**config.mk**
```make
export PLATFORM = sky130hd
export DESIGN_NAME = pc_fetch_unit_flat
export DESIGN_NICKNAME = d
export VERILOG_FILES = /design/src/rtl/pc_fetch_unit_if.sv /design/src/rtl/pc_fetch_unit.sv /design/src/flat_wrapper.sv
export SDC_FILE = /design/constraint.sdc
export NUM_CORES = 1
export LEC_CHECK = 0
export ABC_AREA = 0
export BUFFER_PORTS_ARGS = -buffer_cell sky130_fd_sc_hd__buf_2
export CORE_ASPECT_RATIO = 1.4
export CORE_MARGIN = 8
export CORE_UTILIZATION = 55
export DETAILED_ROUTE_END_ITERATION = 12
export GPL_TIMING_DRIVEN = 0
export PLACE_DENSITY = 0.87
export SLEW_MARGIN = 20
export SYNTH_ARGS = -nofsm -noshare
export SYNTH_HDL_FRONTEND = slang
export SYNTH_SLANG_ARGS = --single-unit
```
**constraint.sdc**
```tcl
create_clock -name clk -period 4.7 [get_ports clk]
set_clock_uncertainty 0.15 [all_clocks]
set_input_delay 0.235 -clock clk [delete_from_list [all_inputs] [get_ports clk]]
set_output_delay 0.235 -clock clk [all_outputs]
set_load 0.005 [all_outputs]
```
**src/rtl/pc_fetch_unit_if.sv**
```systemverilog
// Fetch-PC bundle between the PC generator and the IMEM/IF-ID side.
// Control inputs come in; fetch request, status and counters go out.
interface pc_fetch_unit_if #(
  parameter int XLEN        = 64,
  parameter int STALL_CNT_W = 16
);
  logic             stall_i;
  logic             redirect_i;
  logic [XLEN-1:0]  redirect_pc_i;
  logic             trap_i;
  logic             halt_i;
  logic             resume_i;
  logic             fetch_ready_i;
  logic [XLEN-1:0]  pc_o;
  logic             pc_valid_o;
  logic [XLEN-1:0]  pc_next_seq_o;
  logic [1:0]       state_o;
  logic [STALL_CNT_W-1:0] stall_cycles_o;
  logic             misalign_o;

  modport master (
    input  stall_i, redirect_i, redirect_pc_i,
    input  trap_i, halt_i, resume_i, fetch_ready_i,
    output pc_o, pc_valid_o, pc_next_seq_o,
    output state_o, stall_cycles_o, misalign_o
  );

  modport slave (
    output stall_i, redirect_i, redirect_pc_i,
    output trap_i, halt_i, resume_i, fetch_ready_i,
    input  pc_o, pc_valid_o, pc_next_seq_o,
    input  state_o, stall_cycles_o, misalign_o
  );
endinterface

```
**src/rtl/pc_fetch_unit.sv**
```systemverilog
// IF-stage PC generator: boot bubble, stall, redirect, trap, halt/resume.
// Define PC_ALIGN_CHECK_EN to vector misaligned redirects to TRAP_VECTOR.
module pc_fetch_unit #(
  parameter int             XLEN         = 64,
  parameter logic [XLEN-1:0] RESET_VECTOR = '0,
  parameter logic [XLEN-1:0] TRAP_VECTOR  = XLEN'('h100),
  parameter int             INST_BYTES   = 4,
  parameter int             STALL_CNT_W  = 16
) (
  input  logic         clk,
  input  logic         reset,
  pc_fetch_unit_if.master bus
);

  typedef enum logic [1:0] {
    BOOT = 2'b00,
    RUN  = 2'b01,
    HALT = 2'b10
  } state_t;

  localparam logic [XLEN-1:0] INC = XLEN'(INST_BYTES);

  state_t                 state;
  logic [XLEN-1:0]        pc;
  logic [XLEN-1:0]        pc_nxt;
  logic [XLEN-1:0]        seq;
  logic                   valid;
  logic [STALL_CNT_W-1:0] cnt;
  logic                   hold;
  logic                   flush;
  logic                   bad_target;

`ifdef PC_ALIGN_CHECK_EN
  localparam logic [XLEN-1:0] MASK = XLEN'(INST_BYTES - 1);
  logic mis;

  assign bad_target = bus.redirect_i &&
                      |(bus.redirect_pc_i & MASK);
  assign bus.misalign_o = mis;

  // Trap outranks the alignment fault, so no pulse then.
  always_ff @(posedge clk or posedge reset) begin
    if (reset) mis <= 1'b0;
    else       mis <= bad_target & ~bus.trap_i;
  end
`else
  assign bad_target     = 1'b0;
  assign bus.misalign_o = 1'b0;
`endif

  assign hold  = bus.stall_i | ~bus.fetch_ready_i;
  assign flush = bus.trap_i | bus.redirect_i;
  assign seq   = pc + INC;

  always_comb begin
    pc_nxt = pc;
    if (bus.trap_i)
      pc_nxt = TRAP_VECTOR;
    else if (bus.redirect_i)
      pc_nxt = bad_target ? TRAP_VECTOR
                          : bus.redirect_pc_i;
    else if (state == RUN && !hold)
      pc_nxt = seq;
  end

  always_ff @(posedge clk or posedge reset) begin
    if (reset) begin
      state <= BOOT;
      valid <= 1'b0;
      pc    <= RESET_VECTOR;
      cnt   <= '0;
    end else begin
      pc <= pc_nxt;
      if (flush)
        cnt <= '0;
      else if (state == RUN && hold && cnt != '1)
        cnt <= cnt + 1'b1;
      unique case (state)
        BOOT: begin
          state <= RUN;
          valid <= 1'b1;
        end
        RUN: if (bus.halt_i) begin
          state <= HALT;
          valid <= 1'b0;
        end
        HALT: if (bus.resume_i) begin
          state <= RUN;
          valid <= 1'b1;
        end
        default: begin
          state <= BOOT;
          valid <= 1'b0;
        end
      endcase
    end
  end

  assign bus.pc_o           = pc;
  assign bus.pc_valid_o     = valid;
  assign bus.pc_next_seq_o  = seq;
  assign bus.state_o        = state;
  assign bus.stall_cycles_o = cnt;

endmodule

```
**src/flat_wrapper.sv**
```systemverilog
// flat-port wrapper written by rule: the top's interface ports become plain ports
module pc_fetch_unit_flat 
#(
  parameter int             XLEN         = 64,
  parameter logic [XLEN-1:0] RESET_VECTOR = '0,
  parameter logic [XLEN-1:0] TRAP_VECTOR  = XLEN'('h100),
  parameter int             INST_BYTES   = 4,
  parameter int             STALL_CNT_W  = 16
)
  (clk, reset, bus_stall_i, bus_redirect_i, bus_redirect_pc_i, bus_trap_i, bus_halt_i, bus_resume_i, bus_fetch_ready_i, bus_pc_o, bus_pc_valid_o, bus_pc_next_seq_o, bus_state_o, bus_stall_cycles_o, bus_misalign_o);
  pc_fetch_unit_if #(.XLEN(XLEN), .STALL_CNT_W(STALL_CNT_W)) bus_i ();
  input  logic clk;
  input  logic reset;
  input wire logic [$bits(bus_i.stall_i)-1:0] bus_stall_i;
  input wire logic [$bits(bus_i.redirect_i)-1:0] bus_redirect_i;
  input wire logic [$bits(bus_i.redirect_pc_i)-1:0] bus_redirect_pc_i;
  input wire logic [$bits(bus_i.trap_i)-1:0] bus_trap_i;
  input wire logic [$bits(bus_i.halt_i)-1:0] bus_halt_i;
  input wire logic [$bits(bus_i.resume_i)-1:0] bus_resume_i;
  input wire logic [$bits(bus_i.fetch_ready_i)-1:0] bus_fetch_ready_i;
  output wire logic [$bits(bus_i.pc_o)-1:0] bus_pc_o;
  output wire logic [$bits(bus_i.pc_valid_o)-1:0] bus_pc_valid_o;
  output wire logic [$bits(bus_i.pc_next_seq_o)-1:0] bus_pc_next_seq_o;
  output wire logic [$bits(bus_i.state_o)-1:0] bus_state_o;
  output wire logic [$bits(bus_i.stall_cycles_o)-1:0] bus_stall_cycles_o;
  output wire logic [$bits(bus_i.misalign_o)-1:0] bus_misalign_o;
  assign bus_i.stall_i = bus_stall_i;
  assign bus_i.redirect_i = bus_redirect_i;
  assign bus_i.redirect_pc_i = bus_redirect_pc_i;
  assign bus_i.trap_i = bus_trap_i;
  assign bus_i.halt_i = bus_halt_i;
  assign bus_i.resume_i = bus_resume_i;
  assign bus_i.fetch_ready_i = bus_fetch_ready_i;
  assign bus_pc_o = bus_i.pc_o;
  assign bus_pc_valid_o = bus_i.pc_valid_o;
  assign bus_pc_next_seq_o = bus_i.pc_next_seq_o;
  assign bus_state_o = bus_i.state_o;
  assign bus_stall_cycles_o = bus_i.stall_cycles_o;
  assign bus_misalign_o = bus_i.misalign_o;
  pc_fetch_unit #(.XLEN(XLEN), .RESET_VECTOR(RESET_VECTOR), .TRAP_VECTOR(TRAP_VECTOR), .INST_BYTES(INST_BYTES), .STALL_CNT_W(STALL_CNT_W)) u_core (.clk(clk), .reset(reset), .bus(bus_i));
endmodule
```
After elaboration in Yosys (flattened, before gate mapping)
Index checks and enable logic that the tools add are counted.
{"block": "op_classes", "add_sub_neg": 2, "eq_ne": 5, "mux": 11, "n_bitwise": 3, "reduce_logical": 8}
{"cell": "$mux 64", "n": 3}
{"cell": "$add 64x3->64 const B", "n": 1}
{"cell": "$mux 16", "n": 2}
{"cell": "$add 16x1->16 const B", "n": 1}
{"cell": "$ne 16x16->1 const B", "n": 1}
{"cell": "$pmux 2 s3", "n": 1}
{"cell": "$mux 2", "n": 2}
{"cell": "$ne 2x2->1 const B", "n": 2}
{"cell": "$logic_and 1x1->1", "n": 3}
{"cell": "$pmux 1 s3", "n": 1}
{"cell": "$reduce_bool 3->1", "n": 1}
{"cell": "$eq 2x1->1 const B", "n": 1}
{"cell": "$eq 2x2->1 const B", "n": 1}
{"cell": "$logic_not 2->1", "n": 1}
{"cell": "$mux 1", "n": 2}
{"cell": "$or 1x1->1", "n": 2}
{"cell": "$reduce_and 2->1", "n": 1}
{"cell": "$reduce_bool 2->1", "n": 1}
{"cell": "$logic_not 1->1", "n": 1}
{"cell": "$not 1->1", "n": 1}
{"block": "word_totals", "reg_bits": 83, "input_bits": 72, "output_inout_bits": 148, "wordCells": 33}

Depth between registers and ports, before layout
Gate-level depths: netlist of the first run.
{"block": "depth", "ltp_word": 7, "depth_mapped": 8, "depth_no_buf": 6}

Least setup slack after synthesis of the first run
OpenSTA, ideal clock, no wires.
{"block": "synth_path", "kind": "register -> register", "startpoint": "register u_core.pc[2] (netlist: u_core.bus.pc_o[2])", "endpoint": "register u_core.pc[42] (netlist: u_core.bus.pc_o[42])", "setup_ns": 0.101, "arrival_time_ns": 2.514, "t_required_ns": 4.449, "path_slack_ns": 1.935, "path_stages_with_launch": 9, "n_path_buf": 2, "period_less_slack_ns": 2.765, "path_cell_list": "dfrtp_1 -> ha_1 -> nand3_1 -> or4_1 -> clkbuf_1 -> or4b_1 -> clkbuf_1 -> nor3b_1 -> nor4_1"}
{"block": "synth_via", "elab_chain_cells": 4}
{"element": "start: declaration", "line_no": "pc_fetch_unit.sv:24", "rtl": "logic [XLEN-1:0] pc;"}
{"element": "start signal: assignment", "line_no": "pc_fetch_unit.sv:73", "rtl": "pc <= pc_nxt;"}
{"element": "$add 64x3->64", "line_no": "pc_fetch_unit.sv:53", "rtl": "assign seq = pc + INC;"}
{"element": "$mux 64", "line_no": "pc_fetch_unit.sv:62", "rtl": "else if (state == RUN && !hold)"}
{"element": "$mux 64", "line_no": "pc_fetch_unit.sv:59", "rtl": "else if (bus.redirect_i)"}
{"element": "$mux 64", "line_no": "pc_fetch_unit.sv:57", "rtl": "if (bus.trap_i)"}
Every way passes these cells. The select of a mux whose other input is x is not followed.
A chain may end at the register's enable or synchronous reset.

Worst setup path in the final report of the first run
{"block": "layout_path", "startpoint": "register u_core.pc[2] (netlist: u_core.bus.pc_o[2])", "endpoint": "output port bus_pc_next_seq_o[50]"}
{"block": "layout_via", "elab_chain_cells": 1}
{"element": "$add 64x3->64", "line_no": "pc_fetch_unit.sv:53"}
{"element": "end: declaration", "line_no": "flat_wrapper.sv:23", "rtl": "output wire logic [$bits(bus_i.pc_next_seq_o)-1:0] bus_pc_next_seq_o;"}
Every way passes these cells.

==> flow_summary_export.csv, run 1 <==
group,metric,value,unit
critical_path,max_stage_delay,760,ps
critical_path,endpoint_kind,"primary output",
sta,hold_viol,0,
route,vias,7491,
clock_network,cts_max_path_buffers,2,
cells_and_area,nets,1086,
clock_network,clk_pin_slew,60,ps
power,vdd_ir_drop_max,0.0001759,V
place,place_congestion,0.9822,
yosys,synth_cells,764,
min_path,hold-path-endpoint,"u_core.bus.pc_o[26]$_DFFE_PP0P_",
clock_network,clock-root-buffer,"clkbuf_16",
route,wl_per_cell,21.34,um
clock_network,cts_setup_buffers,0,
grt,grt_max_degree,43,
critical_path,r2r-end,"u_core.bus.pc_o[52]$_DFFE_PP0P_",
yosys,syn_nets,838,
cells_and_area,mostFrequentLayoutCell,"buf_2",
sta,slew_viol_final,0,
cells_and_area,final_cell_mix,"buf_2, nor2_1, dfrtp_1",
critical_path,rr_startpoint,"u_core.bus.pc_o[32]$_DFFE_PP0P_",
sta,min_period,3859,ps
route,via_per_inst,6.458,
floorplanning,start_util,0.5559,
critical_path,reg2reg_depth,6,
grt,antenna_found_initial,0,
floorplanning,die-area,0.01506,mm^2
place,pre_cts_ws,1369,ps
yosys,synth_edf_count,0,
clock_network,cts_made_buffers,9,
grt,grt_remaining_overflow,0,
sta,fin_crit_sh,0.8210,
critical_path,critPathMaxFanout,6,
sta,finalSetupTns,0,ps
yosys,netlist_area,0.006238,mm^2
sta,worst_pin_slew,941.3,ps
cells_and_area,area_growth,28.42,%
floorplanning,die_h,142.0,um
yosys,ys_warn_count,0,
yosys,ys_dominant_reg_cell,"dfrtp_1",
sta,fmax,0.2591,GHz
min_path,hold_depth,3,
critical_path,startpoint_type,"register",
place,port_buffers,217,
route,drtIter0Drc,786,
yosys,yosysSeqAreaShare,0.3289,
sta,fin_ws,841.2,ps
route,ant_nets,0,
route,drc,0,
grt,grt_util_all_layers,0.3209,
grt,grt_pass1_vias,7420,
sta,rsz0062_at_grt,"false",
clock_network,clock_sinks,82,
cells_and_area,drive_above_1_share,0.2559,
floorplanning,ios,220,
critical_path,path_class,"reg -> out",
clock_network,cts_tree,"built",
critical_path,slowest_stage,"nor4_1",
route,wl,24.75,mm
yosys,synth-seq-cells,82,
run,cap_violations,0,
min_path,min_path_type,"in -> reg",
sta,slew_headroom,0.3676,
sta,setup-violations-final,0,
grt,grt_pass1_wl,38.38,mm
yosys,synth_area_per_cell,8.166,um^2
yosys,ys_types,54,
floorplanning,die_width,106.0,um
critical_path,r2r_slack,1320,ps
critical_path,crit_arrival,3470,ps
critical_path,critical_path.cell_chain,"ha_1 -> nand3_1 -> nor4_1 -> nand4_1 -> nor3_1 -> xor2_1 -> buf_2",
power,power-per-cell-area,251.6,mW/mm^2
min_path,min-delay-start,"bus_redirect_pc_i[26]",
cells_and_area,antenna_cells,0,
yosys,async_flop_share,1.000,
floorplanning,core_area,0.01122,mm^2
place,dp_hpwl,18.17,mm
clock_network,h-tree-depth,3,
critical_path,crit_required,4320,ps
outcome,outcome,"finished, final reports clean",
power,p_leak,3.664,nW
route,first_pass_iters,8,
floorplanning,std_cell_rows,46,
clock_network,clk_latency,350,ps
-- worst max path at each step --
stage | start | endpoint | slack, ps | cells past startpoint
5_1_grt | u_core.bus.pc_o[2]$_DFFE_PP0P_ | bus_pc_next_seq_o[50] | 750 | 7
3_5_place_dp | u_core.bus.pc_o[2]$_DFFE_PP0P_ | bus_pc_next_seq_o[50] | 1370 | 7
6_report | u_core.bus.pc_o[2]$_DFFE_PP0P_ | bus_pc_next_seq_o[50] | 840 | 7
2_1_floorplan | u_core.bus.pc_o[2]$_DFFE_PP0P_ | u_core.bus.pc_o[42]$_DFFE_PP0P_ | 1940 | 8
3_3_place_gp | reset | u_core.bus.pc_o[5]$_DFFE_PP0P_ | 1060 | 2
4_1_cts | u_core.bus.pc_o[2]$_DFFE_PP0P_ | bus_pc_next_seq_o[50] | 980 | 7
-- timing repair --
item | in CTS | in global routing
hold buffers | 19 | 0
gates resized for setup | 0 | 0
endpoints found under the hold margin | 58 | 0
-- report_power, final --
part	total (mW)	internal, mW	leakage [nW]	switching, mW
Combinational	0.464	0.198	2.44	0.266
Clock	0.731	0.422	0.140	0.310
Sequential	0.820	0.752	1.08	0.0686
-- critical path: cells and delay by family (launching register included) --
family / cells / cell delay (ps)
buffers and inverters: 1 / 130
flip-flops: 1 / 440
XOR/XNOR: 1 / 170
adder cells (fa/ha/maj): 1 / 270
AND/OR/NAND/NOR: 4 / 2110
-- registers in the layout (all words and copies together) (netlist names) --
name	cells
u_core.bus.pc_o	64
u_core.bus.stall_cycles_o	16
u_core.bus.state_o	2
-- kinds of logic after synthesis --
kind of cell	share of synthesized area
flops	0.3289
fa+ha+maj	0.004011
simple gates	0.3404
mux	0.01605
other cells	0.0006011
buf+inv	0.05576
compound gates	0.1097
xor+xnor	0.1446
-- metal layers --
metal / global-route usage / routed length, um / vias to the layer above
met3: 0.08250 / 2799 / 145
met1: 0.3640 / 8542 / 3465
li1: - / - / 3279
met4: 0.2230 / 1569 / 0
met5: 0 / 0 / -
met2: 0.5172 / 11840 / 602
-- stage by stage --
step / area [um^2] / hold WS, ps / cells / utilization / total power [mW]
finish: 8011 / 0.1577 / 1160 / 0.7138 / 2.016
global route: 8011 / 15.42 / 1160 / 0.7138 / 2.086
CTS: 8011 / 2.194 / 1160 / 0.7138 / 2.002
detailed placement: 7527 / 184.1 / 1126 / 0.6707 / 1.272
global placement: 7505 / 305.5 / 1125 / 0.6687 / 1.261
floorplan: 6238 / 209.6 / 764 / - / 1.056
-- cell usage after synthesis (all sizes together), types with 6 or more instances --
cell type	count	share of area
nor3	25	0.020
nor4	21	0.021
or4	9	0.011
a211oi	25	0.030
a21oi	9	0.0072
and4	24	0.034
xnor2	42	0.059
o21ai	13	0.010
nand2	62	0.037
nor3b	11	0.013
a2111oi	9	0.013
a311oi	11	0.015
or3	18	0.018
mux2i	10	0.016
and3	14	0.014
dfrtp	82	0.33
buf	18	0.017
and2	8	0.0080
xor2	61	0.086
o211ai	6	0.0072
nand4	39	0.043
clkbuf	54	0.033
nor2	100	0.060
nand3	34	0.027
inv	9	0.0054
-- layout make-up --
cell class | instances | area, um^2
multi-input cells | 601 | 3839
fillers | 940 | 3212
flip-flops and latches | 82 | 2052
repair buffers | 237 | 1296
plain buffers | 72 | 314.1
clock buffers | 10 | 239.0
well taps | 144 | 180.2
clock inverters | 5 | 55.05
inverters | 9 | 36.28
Note: power is estimated with default switching activity, not from simulation.
==> run 2: changes to the inputs <==
ABC_AREA = 1   (was 0)
CORE_UTILIZATION = 46   (was 55)
PLACE_DENSITY = 0.78   (was 0.87)
clock period = 3.2 ns   (was 4.7 ns; I/O delays follow)
==> flow_summary_export.csv, run 2 <==
group,metric,value,unit
clock_network,clk_pin_slew,70,ps
critical_path,path_class,"reg -> out",
route,drtIter0Drc,478,
route,wl_per_cell,17.37,um
route,vias,7393,
critical_path,crit_required,2890,ps
yosys,synth_edf_count,0,
yosys,synthTopCellsByCount,"nand2_1, nor2_1, inv_1",
route,first_pass_iters,5,
floorplanning,ios,220,
power,vdd_ir_drop_max,0.0002528,V
yosys,ys_types,37,
sta,setup-violations-final,0,
cells_and_area,num-fill-cells,1363,
min_path,min_path_type,"in -> reg",
sta,fin_ws,573.6,ps
sta,fin_hold_ws,-2.456,ps
critical_path,critPathMaxFanout,7,
route,wl,24.93,mm
floorplanning,std_cell_rows,50,
sta,min_period,2626,ps
cells_and_area,drive_above_1_share,0.2251,
clock_network,h-tree-depth,3,
sta,fin_crit_sh,0.8207,
clock_network,clk_latency,340,ps
floorplanning,core_area,0.01326,mm^2
yosys,synth_area_leader_cell,"dfrtp_1",
grt,grt_remaining_overflow,0,
yosys,syn_nets,1069,
place,pre_cts_ws,913.4,ps
yosys,synth-seq-cells,82,
yosys,synth.area.top_cells,"dfrtp_1, nand2_1, nor2_1",
power,power-per-cell-area,393.8,mW/mm^2
clock_network,clock-root-buffer,"clkbuf_16",
clock_network,cts_max_path_buffers,2,
critical_path,slowest_stage,"dfrtp_1",
floorplanning,die_h,153.4,um
route,via_per_inst,5.152,
grt,grt_max_degree,55,
critical_path,crit_arrival,2320,ps
yosys,ys_dominant_reg_cell,"dfrtp_1",
grt,grt_pass1_vias,7226,
clock_network,clock_sinks,82,
power,comb_power_share,0.255,
place,dp_hpwl,19.65,mm
critical_path,max_stage_delay,490,ps
sta,slew_viol_final,0,
place,port_buffers,218,
power,p_leak,4.257,nW
grt,grt_pass1_wl,38.38,mm
cells_and_area,nets,1322,
clock_network,cts_tree,"built",
sta,slew_headroom,0.4767,
yosys,async_flop_share,1.000,
cells_and_area,largest_reg_flops,64,
sta,rsz0062_at_grt,"false",
yosys,synth_cells,995,
run,cap_violations,0,
grt,grt_util_all_layers,0.2804,
route,drc,0,
power,clkPwrFrac,0.344,
outcome,violations,"hold timing",
cells_and_area,antenna_cells,0,
power,internal_power,2.077,mW
clock_network,cts_setup_buffers,0,
cells_and_area,final_cell_mix,"nand2_1, buf_2, nor2_1",
cells_and_area,area_growth,30.31,%
sta,fmax,0.3808,GHz
floorplanning,start_util,0.4678,
floorplanning,die-area,0.01751,mm^2
clock_network,cts_made_buffers,9,
power,p_total,3.184,mW
floorplanning,die_width,114.2,um
sta,hold_viol,1,
yosys,yosysSeqAreaShare,0.3307,
cells_and_area,final_util,0.6096,
place,place_congestion,0.9661,
power,switching_share,0.3478,
power,seq_power_share,0.400,
outcome,outcome,"finished with violations",
power,switchingPower,1.107,mW
yosys,ys_warn_count,0,
critical_path,critical_path.cell_chain,"ha_1 -> nand2_2 -> nor2_4 -> nand2_2 -> nor2_4 -> nand2_1 -> o21ai_1 -> nand2_1 -> buf_2",
yosys,netlist_area,0.006205,mm^2
critical_path,startpoint_type,"register",
cells_and_area,mostFrequentLayoutCell,"nand2_1",
critical_path,endpoint_kind,"primary output",
grt,antenna_found_initial,2,
sta,worst_pin_slew,784.9,ps
route,ant_nets,0,
yosys,yosysMostFrequentCell,"nand2_1",
yosys,synth_area_per_cell,6.236,um^2
yosys,netlist.area_leader.share,0.3307,
-- run 2: changes by cell type in the layout (fill, tap and decap cells not counted), moves of 17 or more --
cell      previous run  this run
nand2_1             62       317
nor2_1             100       210
inv_1                8        93
clkbuf_1            52        18
xor2_1              61        27
o21ai_0             13        46
xnor2_1             42         9
nand4_1             37        10
o21ai_1              0        26
a211oi_1            25         0
and4_1              23         0
nand3_1             34        55
nor4_1              21         0
or3_1               17         0
-- run 2: critical path: cells and delay by family (launching register included) --
| kind | cells | cell delay, ps |
|---|---|---|
| compound gates | 1 | 220 |
| fa+ha+maj | 1 | 250 |
| buf+inv | 1 | 150 |
| flops | 1 | 490 |
| simple gates | 6 | 860 |
-- run 2: final timing paths --
| path | startpoint | cells past startpoint | to | slack [ps] |
|---|---|---|---|---|
| max | u_core.bus.pc_o[2]$_DFFE_PP0P_ | 9 | bus_pc_next_seq_o[56] | 570 |
| min | bus_redirect_pc_i[9] | 3 | u_core.bus.pc_o[9]$_DFFE_PP0P_ | -2 |
| max reg2reg | u_core.bus.pc_o[2]$_DFFE_PP0P_ | 10 | u_core.bus.pc_o[56]$_DFFE_PP0P_ | 990 |
| min reg2reg | u_core.bus.pc_o[0]$_DFFE_PP0P_ | 1 | u_core.bus.pc_o[0]$_DFFE_PP0P_ | 380 |
| max in group asynchronous | reset | 4 | u_core.bus.pc_o[12]$_DFFE_PP0P_ | 2060 |
| min in group asynchronous | reset | 3 | u_core.bus.pc_o[58]$_DFFE_PP0P_ | 210 |
-- run 2: final cells by class --
cell class                 count  area, um^2  area share
buffer                        31       143.9     0.01780
clock buffer                   9       225.2     0.02786
clock inverter                 7       76.32    0.009440
inverter                     100       379.1     0.04689
multi-input combinational    782        3632      0.4492
sequential                    82        2052      0.2538
tap                          182       227.7     0.02816
timing repair buffer         242        1349      0.1668
-- run 2: logic make-up after synthesis --
group           count (synthesis)  share of synthesized area
xor+xnor                       38                    0.05606
simple gates                  640                     0.4378
flops                          82                     0.3307
fa+ha+maj                       2                   0.004032
buf+inv                       131                    0.08389
compound gates                101                    0.08691
other cells                     1                  0.0006044
-- run 2: metrics by stage --
| stage | cells | cell area, um^2 | hold slack (ps) | setup TNS [ps] |
|---|---|---|---|---|
| floorplan | 995 | 6205 | 106.4 | 0 |
| global placement | 1395 | 7523 | 226.7 | -34370 |
| detailed placement | 1396 | 7553 | 50.36 | 0 |
| CTS | 1435 | 8085 | 0.5803 | 0 |
| global route | 1435 | 8085 | 11.07 | 0 |
| finish | 1435 | 8085 | -2.456 | 0 |
-- run 2: power groups by stage --
stage	clock [mW]	sequential [mW]	combinational (mW)
detailed placement	0	1.29	0.781
CTS	1.10	1.27	0.813
finish	1.10	1.27	0.812
global route	1.13	1.29	0.907
floorplan	0	1.26	0.402
global placement	0	1.28	0.767
-- run 2: layer usage --
metal,vias up,routed length (um),track usage
met3,59,1619,0.05323
met2,281,12520,0.5014
met1,3448,9677,0.3045
met4,4,1092,0.1445
met5,-,22,0
li1,3601,-,-
-- run 2: what timing repair did --
| item | 4_1_cts | 5_1_grt |
|---|---|---|
| hold endpoints to repair | 49 | 0 |
| hold buffers | 23 | 0 |
| gates resized for setup | 0 | 0 |
| setup endpoints to repair | 0 | 0 |
